`src/rtl/id_ex_reg_pkg.sv`:
```
// rtl/id_ex_reg_pkg.sv - shared P5 core definitions used by the ID/EX register
package p5_defs;

    localparam logic [31:0] RESET_PC_DEF = 32'h0000_3000;
    localparam logic [31:0] NOP_INSTR    = 32'h0000_0000;
    localparam int          TNEW_W       = 2;
    localparam int          REG_W        = 5;

    typedef logic [TNEW_W-1:0] tnew_t;
    typedef logic [REG_W-1:0]  reg_num_t;

    // One cycle of aging; writes to $0 never produce a hazard.
    function automatic tnew_t tnew_age(input reg_num_t a3, input tnew_t tnew);
        if (a3 == '0 || tnew == '0) begin
            return '0;
        end
        return tnew - tnew_t'(1);
    endfunction

endpackage

```
`src/rtl/id_ex_reg_if.sv`:
```
// rtl/id_ex_reg_if.sv - ID-side bundle, control and EX-side bundle of the ID/EX register
interface id_ex_reg_if #(
    parameter int DW    = 32,
    parameter int CNT_W = 16
) ();
    import p5_defs::*;

    logic             clr;
    logic             hold;
    logic [31:0]      instr_d;
    logic [DW-1:0]    pc_d;
    logic [DW-1:0]    rs_data_d;
    logic [DW-1:0]    rt_data_d;
    logic [DW-1:0]    ext32_d;
    reg_num_t         a3_d;
    tnew_t            tnew_d;

    logic [31:0]      instr_e;
    logic [DW-1:0]    pc_e;
    logic [DW-1:0]    rs_data_e;
    logic [DW-1:0]    rt_data_e;
    logic [DW-1:0]    ext32_e;
    reg_num_t         a3_e;
    tnew_t            tnew_e;
    logic             valid_e;
    logic [CNT_W-1:0] bubble_cnt;

    modport master (
        output clr, hold, instr_d, pc_d, rs_data_d, rt_data_d, ext32_d, a3_d, tnew_d,
        input  instr_e, pc_e, rs_data_e, rt_data_e, ext32_e, a3_e, tnew_e, valid_e, bubble_cnt
    );

    modport slave (
        input  clr, hold, instr_d, pc_d, rs_data_d, rt_data_d, ext32_d, a3_d, tnew_d,
        output instr_e, pc_e, rs_data_e, rt_data_e, ext32_e, a3_e, tnew_e, valid_e, bubble_cnt
    );

endinterface

```
`src/rtl/id_ex_reg_pipe_field.sv`:
```
// rtl/id_ex_reg_pipe_field.sv - one pipeline field flop with async reset, clear and hold
module pipe_field #(
    parameter int           W          = 32,
    parameter logic [W-1:0] RST_VAL    = '0,
    parameter logic [W-1:0] CLR_VAL    = '0,
    parameter bit           CLR_LOADS  = 1'b0
) (
    input  logic         clk,
    input  logic         reset_n,
    input  logic         clr,
    input  logic         hold,
    input  logic [W-1:0] d,
    output logic [W-1:0] q
);

    logic [W-1:0] q_q;
    logic [W-1:0] q_d;

    // CLR_LOADS lets a field (the PC) keep flowing through a bubble.
    always_comb begin
        q_d = q_q;
        if (clr) begin
            q_d = CLR_LOADS ? d : CLR_VAL;
        end else if (!hold) begin
            q_d = d;
        end
    end

    always_ff @(posedge clk or negedge reset_n) begin
        if (!reset_n) begin
            q_q <= RST_VAL;
        end else begin
            q_q <= q_d;
        end
    end

    assign q = q_q;

endmodule

```
`src/rtl/id_ex_reg.sv`:
```
// rtl/id_ex_reg.sv - ID/EX pipeline register with bubble/freeze, Tnew aging and bubble counter
module id_ex_reg
    import p5_defs::*;
#(
    parameter int            DW       = 32,
    parameter logic [DW-1:0] RESET_PC = DW'(RESET_PC_DEF),
    parameter int            CNT_W    = 16
) (
    input  logic         clk,
    input  logic         reset_n,
    id_ex_reg_if.slave   bus
);

    tnew_t            tnew_aged;
    logic [CNT_W-1:0] bubble_cnt_q;
    logic [CNT_W-1:0] bubble_cnt_d;

    assign tnew_aged = tnew_age(bus.a3_d, bus.tnew_d);

    pipe_field #(.W(32), .RST_VAL(NOP_INSTR), .CLR_VAL(NOP_INSTR)) u_instr (
        .clk(clk), .reset_n(reset_n), .clr(bus.clr), .hold(bus.hold),
        .d(bus.instr_d), .q(bus.instr_e)
    );

    pipe_field #(.W(DW), .RST_VAL(RESET_PC), .CLR_VAL('0), .CLR_LOADS(1'b1)) u_pc (
        .clk(clk), .reset_n(reset_n), .clr(bus.clr), .hold(bus.hold),
        .d(bus.pc_d), .q(bus.pc_e)
    );

    pipe_field #(.W(DW)) u_rs (
        .clk(clk), .reset_n(reset_n), .clr(bus.clr), .hold(bus.hold),
        .d(bus.rs_data_d), .q(bus.rs_data_e)
    );

    pipe_field #(.W(DW)) u_rt (
        .clk(clk), .reset_n(reset_n), .clr(bus.clr), .hold(bus.hold),
        .d(bus.rt_data_d), .q(bus.rt_data_e)
    );

    pipe_field #(.W(DW)) u_ext (
        .clk(clk), .reset_n(reset_n), .clr(bus.clr), .hold(bus.hold),
        .d(bus.ext32_d), .q(bus.ext32_e)
    );

    pipe_field #(.W(REG_W)) u_a3 (
        .clk(clk), .reset_n(reset_n), .clr(bus.clr), .hold(bus.hold),
        .d(bus.a3_d), .q(bus.a3_e)
    );

    pipe_field #(.W(TNEW_W)) u_tnew (
        .clk(clk), .reset_n(reset_n), .clr(bus.clr), .hold(bus.hold),
        .d(tnew_aged), .q(bus.tnew_e)
    );

    pipe_field #(.W(1)) u_valid (
        .clk(clk), .reset_n(reset_n), .clr(bus.clr), .hold(bus.hold),
        .d(1'b1), .q(bus.valid_e)
    );

    // Counts every bubble, including clr during hold; sticks at all-ones.
    always_comb begin
        bubble_cnt_d = bubble_cnt_q;
        if (bus.clr && (bubble_cnt_q != '1)) begin
            bubble_cnt_d = bubble_cnt_q + CNT_W'(1);
        end
    end

    always_ff @(posedge clk or negedge reset_n) begin
        if (!reset_n) begin
            bubble_cnt_q <= '0;
        end else begin
            bubble_cnt_q <= bubble_cnt_d;
        end
    end

    assign bus.bubble_cnt = bubble_cnt_q;

endmodule

```
`src/flat_wrapper.sv`:
```
// flat-port wrapper written by rule: the top's interface ports become plain ports
module id_ex_reg_flat import p5_defs::*;
#(
    parameter int            DW       = 32,
    parameter logic [DW-1:0] RESET_PC = DW'(RESET_PC_DEF),
    parameter int            CNT_W    = 16
)
  (clk, reset_n, bus_clr, bus_hold, bus_instr_d, bus_pc_d, bus_rs_data_d, bus_rt_data_d, bus_ext32_d, bus_a3_d, bus_tnew_d, bus_instr_e, bus_pc_e, bus_rs_data_e, bus_rt_data_e, bus_ext32_e, bus_a3_e, bus_tnew_e, bus_valid_e, bus_bubble_cnt);
  id_ex_reg_if #(.DW(DW), .CNT_W(CNT_W)) bus_i ();
  input  logic clk;
  input  logic reset_n;
  input wire logic [$bits(bus_i.clr)-1:0] bus_clr;
  input wire logic [$bits(bus_i.hold)-1:0] bus_hold;
  input wire logic [$bits(bus_i.instr_d)-1:0] bus_instr_d;
  input wire logic [$bits(bus_i.pc_d)-1:0] bus_pc_d;
  input wire logic [$bits(bus_i.rs_data_d)-1:0] bus_rs_data_d;
  input wire logic [$bits(bus_i.rt_data_d)-1:0] bus_rt_data_d;
  input wire logic [$bits(bus_i.ext32_d)-1:0] bus_ext32_d;
  input wire logic [$bits(bus_i.a3_d)-1:0] bus_a3_d;
  input wire logic [$bits(bus_i.tnew_d)-1:0] bus_tnew_d;
  output wire logic [$bits(bus_i.instr_e)-1:0] bus_instr_e;
  output wire logic [$bits(bus_i.pc_e)-1:0] bus_pc_e;
  output wire logic [$bits(bus_i.rs_data_e)-1:0] bus_rs_data_e;
  output wire logic [$bits(bus_i.rt_data_e)-1:0] bus_rt_data_e;
  output wire logic [$bits(bus_i.ext32_e)-1:0] bus_ext32_e;
  output wire logic [$bits(bus_i.a3_e)-1:0] bus_a3_e;
  output wire logic [$bits(bus_i.tnew_e)-1:0] bus_tnew_e;
  output wire logic [$bits(bus_i.valid_e)-1:0] bus_valid_e;
  output wire logic [$bits(bus_i.bubble_cnt)-1:0] bus_bubble_cnt;
  assign bus_i.clr = bus_clr;
  assign bus_i.hold = bus_hold;
  assign bus_i.instr_d = bus_instr_d;
  assign bus_i.pc_d = bus_pc_d;
  assign bus_i.rs_data_d = bus_rs_data_d;
  assign bus_i.rt_data_d = bus_rt_data_d;
  assign bus_i.ext32_d = bus_ext32_d;
  assign bus_i.a3_d = bus_a3_d;
  assign bus_i.tnew_d = bus_tnew_d;
  assign bus_instr_e = bus_i.instr_e;
  assign bus_pc_e = bus_i.pc_e;
  assign bus_rs_data_e = bus_i.rs_data_e;
  assign bus_rt_data_e = bus_i.rt_data_e;
  assign bus_ext32_e = bus_i.ext32_e;
  assign bus_a3_e = bus_i.a3_e;
  assign bus_tnew_e = bus_i.tnew_e;
  assign bus_valid_e = bus_i.valid_e;
  assign bus_bubble_cnt = bus_i.bubble_cnt;
  id_ex_reg #(.DW(DW), .RESET_PC(RESET_PC), .CNT_W(CNT_W)) u_core (.clk(clk), .reset_n(reset_n), .bus(bus_i));
endmodule
```
`config.mk`:
```
export PLATFORM = sky130hd
export DESIGN_NAME = id_ex_reg_flat
export DESIGN_NICKNAME = d
export VERILOG_FILES = /design/src/rtl/id_ex_reg_pkg.sv /design/src/rtl/id_ex_reg_if.sv /design/src/rtl/id_ex_reg_pipe_field.sv /design/src/rtl/id_ex_reg.sv /design/src/flat_wrapper.sv
export SDC_FILE = /design/constraint.sdc
export NUM_CORES = 1
export LEC_CHECK = 0
export CORE_UTILIZATION = 35
export CTS_CLUSTER_SIZE = 8
export DETAILED_ROUTE_END_ITERATION = 12
export GPL_ROUTABILITY_DRIVEN = 0
export GPL_TIMING_DRIVEN = 0
export PLACE_DENSITY_LB_ADDON = 0.1
export SYNTH_ARGS = -nofsm -noshare
export SYNTH_HDL_FRONTEND = slang
export SYNTH_SLANG_ARGS = --single-unit
```
`constraint.sdc`:
```
create_clock -name clk -period 2.17 [get_ports clk]
set_input_delay 0.217 -clock clk [delete_from_list [all_inputs] [get_ports clk]]
set_output_delay 0.217 -clock clk [all_outputs]
set_load 0.01 [all_outputs]
```
==> run metrics <==
max incr delay on CP=about 530 ps; worst slew pin tran=between 800 and 900 ps; fin. max-slew vios=0; #FFs+latches synth=approximately 180; CP max FO=7; DP HPWL=16100 um; Area Overhead vs Synth=60.2%; Final min period=1870 ps; Initial Utilization=36.2%; first-pass GRT wire length=33100 um; drt total wl=approximately 22000 um; crit-path cells=ha_1 > nand3_1 > o41ai_4 > mux2_4; pin count of the biggest net entering global routing=107; post-detailed-route via-to-cell ratio=about 4.6; CP Launch Type=register; vias in the first global route=5869; syn nets=approximately 760; TritonCTS buffer count=17; RSZ-0062 raised after global routing=false; layout cells sized above 1=a little under a tenth; # fillers=1806; TNS Setup=0 ps; post-placement cell count=around 1.2k; Seq/Total Area, Yosys=slightly above 60%; number of synthesized flops with an enable pin=0; CP bufs+invs=0; Total Nets Final=approximately 1.1k; final setup fails=0; antenna viol nets, final=0; Post-Syn Instances=between 500 and 600; clk_lat worst skew=about 420 ps; die area=between 20000 and 25000 sq um; DR pass1 iterations=7; Setup Crit Path Kind=register to register; Crit path arrival time=2170 ps; total grt overflow=0; CTS H-tree depth=4; chip width=around 150 um; DR vias=~5.8k; Distinct cells, synth=35; outcome=finished, final reports clean; Final Hold Vio Count=0; upper clock frequency limit=~540 MHz; CP max stage cell=o41ai_4; synthesized area per cell=about 13 sq um; period utilization=86.0%; antenna violations before repair=0; worst min-delay path category=primary input to register; Worst Skew=between 4 and 5 ps; IO buf count=353; placed cell area=11400 sq um; Worst path top cell family by delay=compound AO/OA/AOI/OAI gates; Main synth FF type=dfrtp_1; CTS tree=yes; Yosys top cell area share=about three fifths; Post-synth ARST share=100%; relative slew slack=between 40% and 50%; Root Buffer=clkbuf_16; I/O pin cnt=between 300 and 400; die outline height=~150 um; All-Layer GR Usage=between 15 and 20%; synthesized cell area=between 7000 and 8000 sq um; top cells by area, synth=dfrtp_1 61%, mux2i_1 18%, nor2_1 7.0%; P_leak=approximately 0.0055 uW; # rows=52; clk slew on worst S/H paths=70 ps; register area=approximately 4600 sq um; area of the multi-input gates=2670 sq um; pwr dens=just over 700 nW/um^2; WP data required=2470 ps; clock buffer depth=2; Setup crit end kind=register; DR WL/cell=between 15 and 20 um; Resize count post-CTS=0; Synth top cells by count=182 x dfrtp_1, 138 x nor2_1, 133 x mux2i_1; cell with the most instances after synthesis=dfrtp_1; DRC viols=0; Design Area, Final=roughly 12000 sq um; Non-Filler Instances=between 1k and 1.5k; Max Cap Violations=0; synth warn=0; area leader, netlist=dfrtp_1; Worst IR Drop VDD=~480 uV; # diodes=0; DRT iter0 DRCs=between 200 and 250; CTS sink cnt=around 180; total core area=between 20000 and 25000 sq um; Tot Pwr=slightly below 9000 uW
## cell type report
type | instances | share of cell area (%)
Inverter | 5 | 0.157
Tap cell | 270 | 2.83
Buffer | 35 | 1.28
Clock buffer | 18 | 3.60
Multi-Input combinational cell | 364 | 22.4
Clock inverter | 14 | 1.17
Timing Repair Buffer | 355 | 30.0
Sequential cell | 184 | 38.6
## worst min-delay path, cell delays in order
cell and delay, ps:
clkbuf_1 180, o41ai_4 160, xnor2_1 80
## logic make-up (layout without fill, tap and decap cells)
family / count (synthesis) / in the layout / share of synthesized area [%]
xor gates and xnor gates: 10 / 10 / 1.18
muxes: 166 / 166 / 22.9
DFF: 184 / 184 / 61.9
adders and majority gates: 2 / 2 / 0.336
and+or+nand+nor: 174 / 174 / 10.1
buffers and inverters: 40 / 427 / 2.30
AOI/OAI and AO/OA: 12 / 12 / 1.31
## metrics by stage
step	hold slack, ps	utilization (%)	worst slack, ps
floorplan	-78.6	-	516
global placement	468	55.1	-7200
detailed placement	338	55.2	-17.9
CTS	236	58.0	354
global route	293	58.0	253
finish	265	58.0	303
## registers in the layout (all words and copies together), names as in the netlist
signal                 cells
u_core.bus.bubble_cnt     16
u_core.u_a3.q              5
u_core.u_ext.q            32
u_core.u_instr.q          32
u_core.u_pc.q             32
u_core.u_rs.q             32
u_core.u_rt.q             32
u_core.u_tnew.q            2
u_core.u_valid.q           1
## repair_timing
action	4_1_cts	5_1_grt
buffers inserted	0	0
endpoints found under the hold margin	103	0
hold buffers	1	0
## metal layers
layer  vias to the layer above  global-route usage (%)  part of all wire, %
li1                       2740                       -                    -
met1                      2771                    23.8                   41
met2                       223                    33.5                   48
met3                        21                    7.41                  9.3
met4                         0                    5.36                  1.6
met5                         -                       0                    0
## layout by cell type (no fill, tap or decap), drive strengths merged, types with 6 or more instances in the layout
cell type	count
dfrtp	182
nand3	6
clkbuf	32
nand2	7
inv	12
mux2	33
clkdlybuf4s50	352
buf	23
mux2i	133
nand4	6
nor2	138
## worst paths after layout
kind | start | slack, ps | endpoint | depth (start not counted)
setup / recovery | u_core.bus.bubble_cnt[0] | 300 | u_core.bus.bubble_cnt[1] | 4
max in group asynchronous | reset_n | 890 | u_core.u_pc.q[3] | 3
hold reg to reg | u_core.u_pc.q[5] | 490 | u_core.u_pc.q[5] | 1
setup reg to reg | u_core.bus.bubble_cnt[0] | 300 | u_core.bus.bubble_cnt[1] | 4
min in group asynchronous | reset_n | 390 | u_core.u_rs.q[19] | 2
hold / removal | bus_clr | 270 | u_core.bus.bubble_cnt[0] | 3
## power breakdown
group / switching [uW] / leakage, uW / internal, uW / total [uW]
Combinational: 709 / 0.00282 / 1000 / 1710
Clock: 1430 / 0.000273 / 1620 / 3050
Sequential: 208 / 0.00238 / 3690 / 3900
Power figures use the tool's default switching activity.
